### src/rtl/cdc_word_tx.sv
// rtl/cdc_word_tx.sv - source end of a four-phase req/ack word transfer
module cdc_word_tx #(
  parameter int WIDTH  = 8,
  parameter int STAGES = 2
) (
  input  logic             clk,
  input  logic             rst_n,
  input  logic             s_valid,
  output logic             s_ready,
  input  logic [WIDTH-1:0] s_data,
  output logic             req_o,
  output logic [WIDTH-1:0] data_o,
  input  logic             ack_i,
  output logic             busy,
  output logic             proto_err
);

  typedef enum logic [1:0] {
    IDLE,
    REQ,
    RELEASE
  } state_t;

  state_t            state, state_nx;
  logic [STAGES-1:0] ack_q;
  logic              ack_sync;
  logic              ack_sync_d;
  logic              init_done;
  logic              req_nx;
  logic [WIDTH-1:0]  data_nx;
  logic              err_nx;

  assign ack_sync = ack_q[STAGES-1];
  assign s_ready  = (state == IDLE) & ~ack_sync & init_done;
  assign busy     = (state != IDLE);

  always_ff @(posedge clk or negedge rst_n) begin
    if (!rst_n) begin
      state      <= IDLE;
      ack_q      <= '0;
      ack_sync_d <= 1'b0;
      init_done  <= 1'b0;
      req_o      <= 1'b0;
      data_o     <= '0;
      proto_err  <= 1'b0;
    end else begin
      ack_q      <= {ack_q[STAGES-2:0], ack_i};
      ack_sync_d <= ack_sync;
      init_done  <= 1'b1;
      state      <= state_nx;
      req_o      <= req_nx;
      data_o     <= data_nx;
      proto_err  <= err_nx;
    end
  end

  always_comb begin
    state_nx = state;
    req_nx   = req_o;
    data_nx  = data_o;
    err_nx   = proto_err;
    case (state)
      IDLE: begin
        // an ack rising with no request outstanding is a destination-side fault
        if (init_done && ack_sync && !ack_sync_d) begin
          err_nx = 1'b1;
        end
        if (s_valid && s_ready) begin
          data_nx  = s_data;
          req_nx   = 1'b1;
          state_nx = REQ;
        end
      end
      REQ: begin
        if (ack_sync) begin
          req_nx   = 1'b0;
          state_nx = RELEASE;
        end
      end
      RELEASE: begin
        if (!ack_sync) begin
          state_nx = IDLE;
        end
      end
      default: begin
        req_nx   = 1'b0;
        state_nx = IDLE;
      end
    endcase
  end

endmodule

### config.mk
export PLATFORM = sky130hd
export DESIGN_NAME = cdc_word_tx
export DESIGN_NICKNAME = d
export VERILOG_FILES = /design/src/rtl/cdc_word_tx.sv
export SDC_FILE = /design/constraint.sdc
export NUM_CORES = 1
export LEC_CHECK = 0
export BUFFER_PORTS_ARGS = -buffer_cell sky130_fd_sc_hd__buf_4
export CORE_AREA = 2 2 39 41
export CTS_CLUSTER_SIZE = 12
export DETAILED_ROUTE_END_ITERATION = 7
export DIE_AREA = 0 0 41 43
export HOLD_SLACK_MARGIN = 0.1
export PLACE_DENSITY = 0.74
export SYNTH_ARGS = -nofsm -noshare
export SYNTH_HDL_FRONTEND = slang
export SYNTH_SLANG_ARGS = --single-unit
export TNS_END_PERCENT = 20
### constraint.sdc
create_clock -name clk -period 2.8 [get_ports clk]
set_clock_uncertainty 0.15 [all_clocks]
set_input_delay 0.28 -clock clk [delete_from_list [all_inputs] [get_ports clk]]
set_output_delay 0.28 -clock clk [all_outputs]
set_load 0.02 [all_outputs]
==> run metrics, run 1 <==
status=complete, no violations; Peak Freq=0.5733 GHz; complex-gate fraction of the synthesized area=2.123%; Top FF cell, synth=dfrtp_1; P per Cell Area=725.6 nW/um^2; DR DRC count=0; CTS buffer count=3; GRT Util Overall=15.31%; maximum buffer depth of the clock tree=2; maxcap violations=0; Final period util=62.29%; num rows=14; worst r2r path cells=3; FF-to-FF Start=state[1]; CP max-delay cell=dfrtp_1; Core ar.=1384 sq um; CP top delay family=flip-flops; H-tree depth=1; Synth Area in XOR/XNOR=1.486%; dominant cell type by area after synthesis=dfrtp_1; Routed WL=1021 microns; largest net degree at the start of global routing=17; share of cells above drive strength 1=50.00%; reg2reg end=data_o[1]; Max Slew Vio Count=0; Yosys Warn Count=0; number of global-route vias before repair=439; IO Pins=24; hold_sp=s_valid; per-cell routed wire length=about 11 microns; Vias=around 420; largest family of logic cells by synthesized area=multiplexers; CTS Root Cell=clkbuf_4; CP cell instances=nor4b_4 > buf_4; area share of fa/ha/maj cells after synthesis=0%; first drt pass iteration count=3; type of the most critical hold path=primary input to flip-flop; synth top area cells=dfrtp_1, mux2_2, nor4b_4, nand2_1, nand2_4; drt via density=4.587; sequential share of the synthesized area=67.94%; Critical Path Fanout Max=5; initial antenna violation count=0; RSZ-0062 raised after global routing=false; Setup-failing EPs final=0; max incr delay on CP=0.46 ns; GR Overflow Total=0; Fill cells=103; top post-synthesis cells by count=dfrtp_1, mux2_2, nand2_1; Finished Cell Area=918.4 sq um; Hold Path End=req_o; Synth Register Bits=16; Fin. Hold Viols=0; Setup Fix Bufs, Post-CTS=0; Levels on crit path=2; dpl cell area=782.0 sq um; Die ar.=1763 sq um; syn nets=51; most common cell in the netlist=dfrtp_1; Worst Setup End Kind=output port; first-pass GRT wire length=between 1500 and 2000 microns; mux share of post-synthesis cell area=15.29%; Worst Path Buf+Inv=1; post-CTS sizing=0; TritonCTS clock tree=done; R2R Setup Slk=1.26 ns; ANT cells=0; Leak=0.4643 nW; clock sinks=16; top-area cell type share of the netlist area=67.94%; startpoint types=flip-flop; CTS clk-pin slew, worst paths=0.09 ns; Die Ht=43 microns; IO buf count=23; VDD IR-drop max=0.0004557 V; clk_lat worst skew=0.28 ns; Die W=41 microns; Fin Setup TNS=0 ns; Starting Density=42.59%; mapped cell area=between 500 and 600 sq um; Post-layout nets=89; Crit path required time=2.37 ns; min cycle time layout=about 1.7 ns; Arr. time, crit path=roughly 1.3 ns; Synth async-reset ratio=100.0%; EDFF count, synth=0; overall power=0.0006664 W; antenna-violating nets left=0; Layout Area Growth over Synthesis=55.84%; post-synthesis simple-gate area fraction=between 10% and 20%; final core utilization=66.37%; placer congestion estimate=0.5971; Yosys cell types=13; Iter 0 DRT Violations=1; Hold Path Depth=3; CP Class=flip-flop to output port; Mapped Cells=39; Syn Area/Cell=about 15 sq um
[routing by layer]
metal / share of wire, % / up-vias / track usage [%]
li1: - / 203 / -
met4: 1.9 / 0 / 10.00
met5: 0 / - / 0
met3: 5.7 / 4 / 4.712
met2: 50 / 15 / 22.81
met1: 42 / 200 / 18.06
[worst register-to-register path: cells and delay by family, from the launching register on]
kind,cells,cell delay (ns)
simple gates,2,0.52
mux,1,0.30
flops,1,0.46
[layout make-up]
class	instances	area (sq um)	area share (%)
inverters	1	3.754	0.4087
clock buffers	4	36.28	3.951
well taps	16	20.02	2.180
flip-flops and latches	16	400.4	43.60
multi-input cells	22	185.2	20.16
repair buffers	33	272.8	29.70
[what timing repair did]
| action | in CTS | in global routing |
|---|---|---|
| hold buffers | 10 | 0 |
| setup endpoints to repair | 0 | 0 |
| hold endpoints to repair | 25 | 0 |
[stage by stage]
stage	hold WS, ns	instances	setup WS (ns)
detailed placement	-0.004136	78	1.265
finish	0.1228	92	1.056
global placement	-0.004402	78	1.310
floorplan	-0.1656	39	1.172
CTS	0.1212	92	1.045
global route	0.1351	92	0.9951
[cell families after synthesis]
logic type	after synthesis
simple gates	10
compound gates	2
xor+xnor	1
buf+inv	1
other cells	1
flops	16
mux	8
[worst max-delay path by stage]
stage | start | endpoint | slack (ns)
5_1_grt | state[1] | s_ready | 1.0
2_1_floorplan | state[1] | data_o[0] | 1.17
3_3_place_gp | state[1] | data_o[3] | 1.31
3_5_place_dp | state[1] | data_o[1] | 1.27
4_1_cts | state[1] | s_ready | 1.05
6_report | state[1] | s_ready | 1.06
[registers in the layout (all words and copies together) (netlist names)]
signal and count:
data_o 8, ack_q 2, state 2, ack_sync_d 1, init_done 1, proto_err 1, req_o 1
[cells in the final DEF (no fill, tap or decap)]
cell,netlist,layout
buf_4,0,23
dfrtp_1,16,16
dlygate4sd3_1,0,10
mux2_2,8,8
nand2_1,5,5
clkbuf_4,0,3
or2_2,1,1
nor4b_4,1,1
nand2_4,1,1
o21ai_0,1,1
inv_1,1,1
o31ai_1,1,1
xor2_1,1,1
and2_1,1,1
nor2_1,1,1
clkbuf_8,0,1
conb_1,1,1
[power by group]
part	switching, W	total, W	internal [W]	leakage (nW)
Clock	0.0000701	0.000149	0.0000792	0.0210
Combinational	0.000102	0.000213	0.000111	0.255
Sequential	0.0000271	0.000305	0.000277	0.189
(Power assumes the default switching activity.)
==> run 2: changes to the inputs <==
Settings changed: ABC_AREA set to 1, CORE_AREA 2 2 39 41 to unset, CORE_MARGIN set to 2, CORE_UTILIZATION set to 40, DIE_AREA 0 0 41 43 to unset, PLACE_DENSITY 0.74 to 0.7.
Clock period 2.8 ns to 1.6 ns, I/O delays scaled along.
==> run metrics, run 2 <==
syn nets=69 (was 51); Max Slew Vio Count=0 (unchanged); CTS clk-pin slew, worst paths=0.09 ns (about the same); Fin. Hold Viols=0 (unchanged); Core ar.=1471 sq um (was 1384 sq um); dpl cells=95 (was 78); Syn Area/Cell=10.84 sq um (was 15.11 sq um); Die W=43.31 microns (was 41 microns); overall power=0.001064 W (was 0.0006664 W); Setup-failing EPs final=0 (unchanged); CP Class=flip-flop to output port (unchanged); startpoint types=flip-flop (unchanged); commonest non-fill, non-tap cell in the layout=buf_4 (unchanged); first-pass GRT wire length=2277 microns (was 1738 microns); type of the most critical hold path=primary input to asynchronous set/reset pin (was primary input to flip-flop); Post-layout nets=109 (was 89); IO Pins=24 (unchanged); VDD IR-drop max=0.0007245 V (was 0.0004557 V); Arr. time, crit path=1.20 ns (was 1.31 ns); CTS Root Cell=clkbuf_4 (unchanged); Fin Setup TNS=0 ns (unchanged); top-area cell type share of the netlist area=64.78% (was 67.94%); Worst Setup End Kind=output port (unchanged); first drt pass iteration count=5 (was 3); Regs by FF count=data_o x8, ack_q x2, state x2 (unchanged); placer congestion estimate=0.6173 (was 0.5971); commonest cells after routing, fill and taps aside=buf_4, nand2_1, dfrtp_1, dlygate4sd3_1, nand4_1 (was buf_4, dfrtp_1, dlygate4sd3_1, mux2_2, nand2_1); TritonCTS clock tree=done (unchanged); share of cells above drive strength 1=34.74% (was 50.00%); Storage cell area=400.4 sq um (unchanged); P per Cell Area=1107 nW/um^2 (was 725.6 nW/um^2); Yosys Warn Count=0 (unchanged); clk_lat worst skew=0.29 ns (was 0.28 ns); Worst Path Buf+Inv=1 (unchanged); GR Overflow Total=0 (unchanged); Synth async-reset ratio=100.0% (unchanged); Most flops, register=data_o (unchanged); Synth Register Bits=16 (unchanged); clock sinks=16 (unchanged); CTS buffer count=3 (unchanged); maxcap violations=0 (unchanged); IO buf count=23 (unchanged); Vias=554 (was 422); final std cells w/o fill=111 (was 92); EDFF count, synth=0 (unchanged); Iter 0 DRT Violations=17 (was 1); top post-synthesis cells by count=nand2_1, dfrtp_1, nand4_1 (was dfrtp_1, mux2_2, nand2_1); Yosys cell types=14 (was 13); final worst slack=0.09119 ns (was 1.056 ns); Critical Path Fanout Max=4 (was 5); CP top delay family=flip-flops (unchanged); GRT Util Overall=16.84% (was 15.31%); Die Ht=43.31 microns (was 43 microns); ANT cells=0 (unchanged); initial antenna violation count=0 (unchanged); status=complete, no violations (unchanged); Fill cells=119 (was 103); dominant cell type by area after synthesis=dfrtp_1 (unchanged); Mapped Cells=57 (was 39); Top FF cell, synth=dfrtp_1 (unchanged); CP cell instances=or2_4 > nor3_2 > buf_4 (was nor4b_4 > buf_4); sequential share of the synthesized area=64.78% (was 67.94%); synth top area cells=dfrtp_1, nand2_1, nand4_1, nor2_4, nand3_4 (was dfrtp_1, mux2_2, nor4b_4, nand2_1, nand2_4); Leak=0.4899 nW (was 0.4643 nW); Final period util=roughly 94%; largest net degree at the start of global routing=17 (unchanged); RSZ-0062 raised after global routing=false (unchanged); Crit path required time=1.29 ns (was 2.37 ns); Layout Area Growth over Synthesis=55.47% (was 55.84%); per-cell routed wire length=12.53 microns (was 11.10 microns); pre-CTS WS=0.2876 ns (was 1.265 ns); num rows=14 (unchanged); CP max-delay cell=dfrtp_1 (unchanged); Peak Freq=0.6628 GHz; most common cell in the netlist=nand2_1 (was dfrtp_1); min cycle time layout=about 1.5 ns; max incr delay on CP=0.39 ns (was 0.46 ns); final core utilization=65.31% (was 66.37%); number of flip-flops in the largest register=8 (unchanged); multi-input logic area=216.5 sq um (was 185.2 sq um); drt via density=4.991 (was 4.587); dpl hpwl=roughly 860 microns; H-tree depth=1 (unchanged); Routed WL=1391 microns (was 1021 microns); maximum buffer depth of the clock tree=2 (unchanged); antenna-violating nets left=0 (unchanged); number of global-route vias before repair=525 (was 439); Starting Density=42.01% (was 42.59%); mapped cell area=618.1 sq um (was 589.3 sq um); DR DRC count=0 (unchanged); Die ar.=1876 sq um (was 1763 sq um)
==> run 2: cells by family after synthesis <==
| family | synth area share [%] |
|---|---|
| other | 0.6067 |
| flip-flops | 64.78 |
| buffers and inverters | 1.416 |
| AND/OR/NAND/NOR | 30.37 |
| AO/OA/AOI/OAI | 2.833 |
==> run 2: worst reg2reg max path: cells and delay by family, from the launching register on <==
kind | cells | cell delay, ns
and+or+nand+nor | 4 | 0.57
DFF | 1 | 0.39
buffers and inverters | 1 | 0.15
==> run 2: area by class of cell <==
cell class	instances	area share, %
Inverter	1	0.3906
Timing Repair Buffer	36	30.99
Tap cell	16	2.083
Multi-Input combinational cell	39	22.53
Clock buffer	3	2.344
Sequential cell	16	41.67
==> run 2: path summary, 6_finish.rpt <==
kind | to | cells after the start | start | slack [ns]
max | s_ready | 3 | state[1] | 0.09
min | data_o[1] | 2 | rst_n | 0.11
max reg2reg | data_o[2] | 5 | state[1] | 0.22
min reg2reg | ack_q[1] | 0 | ack_q[0] | 0.21
max in group asynchronous | proto_err | 2 | rst_n | 1.02
min in group clk | ack_q[1] | 0 | ack_q[0] | 0.21
==> run 2: repair_timing <==
action                                  CTS  global route
hold buffers                             11             0
endpoints found under the hold margin    26             0
endpoints found under the setup margin    1             1
setup buffers                             2             0
gates resized for setup                   0             2
==> run 2: per-layer routing <==
metal	global-route usage, %	vias to the layer above	wire, microns
li1	-	267	-
met1	21.43	265	542
met3	3.830	2	68
met4	7.273	0	12
met2	27.46	20	767
met5	0	-	0
==> run 2: report_power, final <==
| group | leakage (nW) | internal (W) | total [W] | switching, W |
|---|---|---|---|---|
| sequential | 0.194 | 0.000472 | 0.000511 | 0.0000387 |
| combinational | 0.282 | 0.000158 | 0.000345 | 0.000187 |
| clock | 0.0138 | 0.0000875 | 0.000208 | 0.000121 |
| total | 0.490 | 0.000718 | 0.00106 | 0.000346 |
==> run 2: stage by stage <==
step | hold slack (ns) | instance area (sq um)
after floorplan | -0.2856 | 618.1
after global placement | -0.1218 | 805.8
after detailed placement | -0.1226 | 805.8
after CTS | 0.1042 | 953.4
after global routing | 0.1288 | 960.9
final | 0.1081 | 960.9
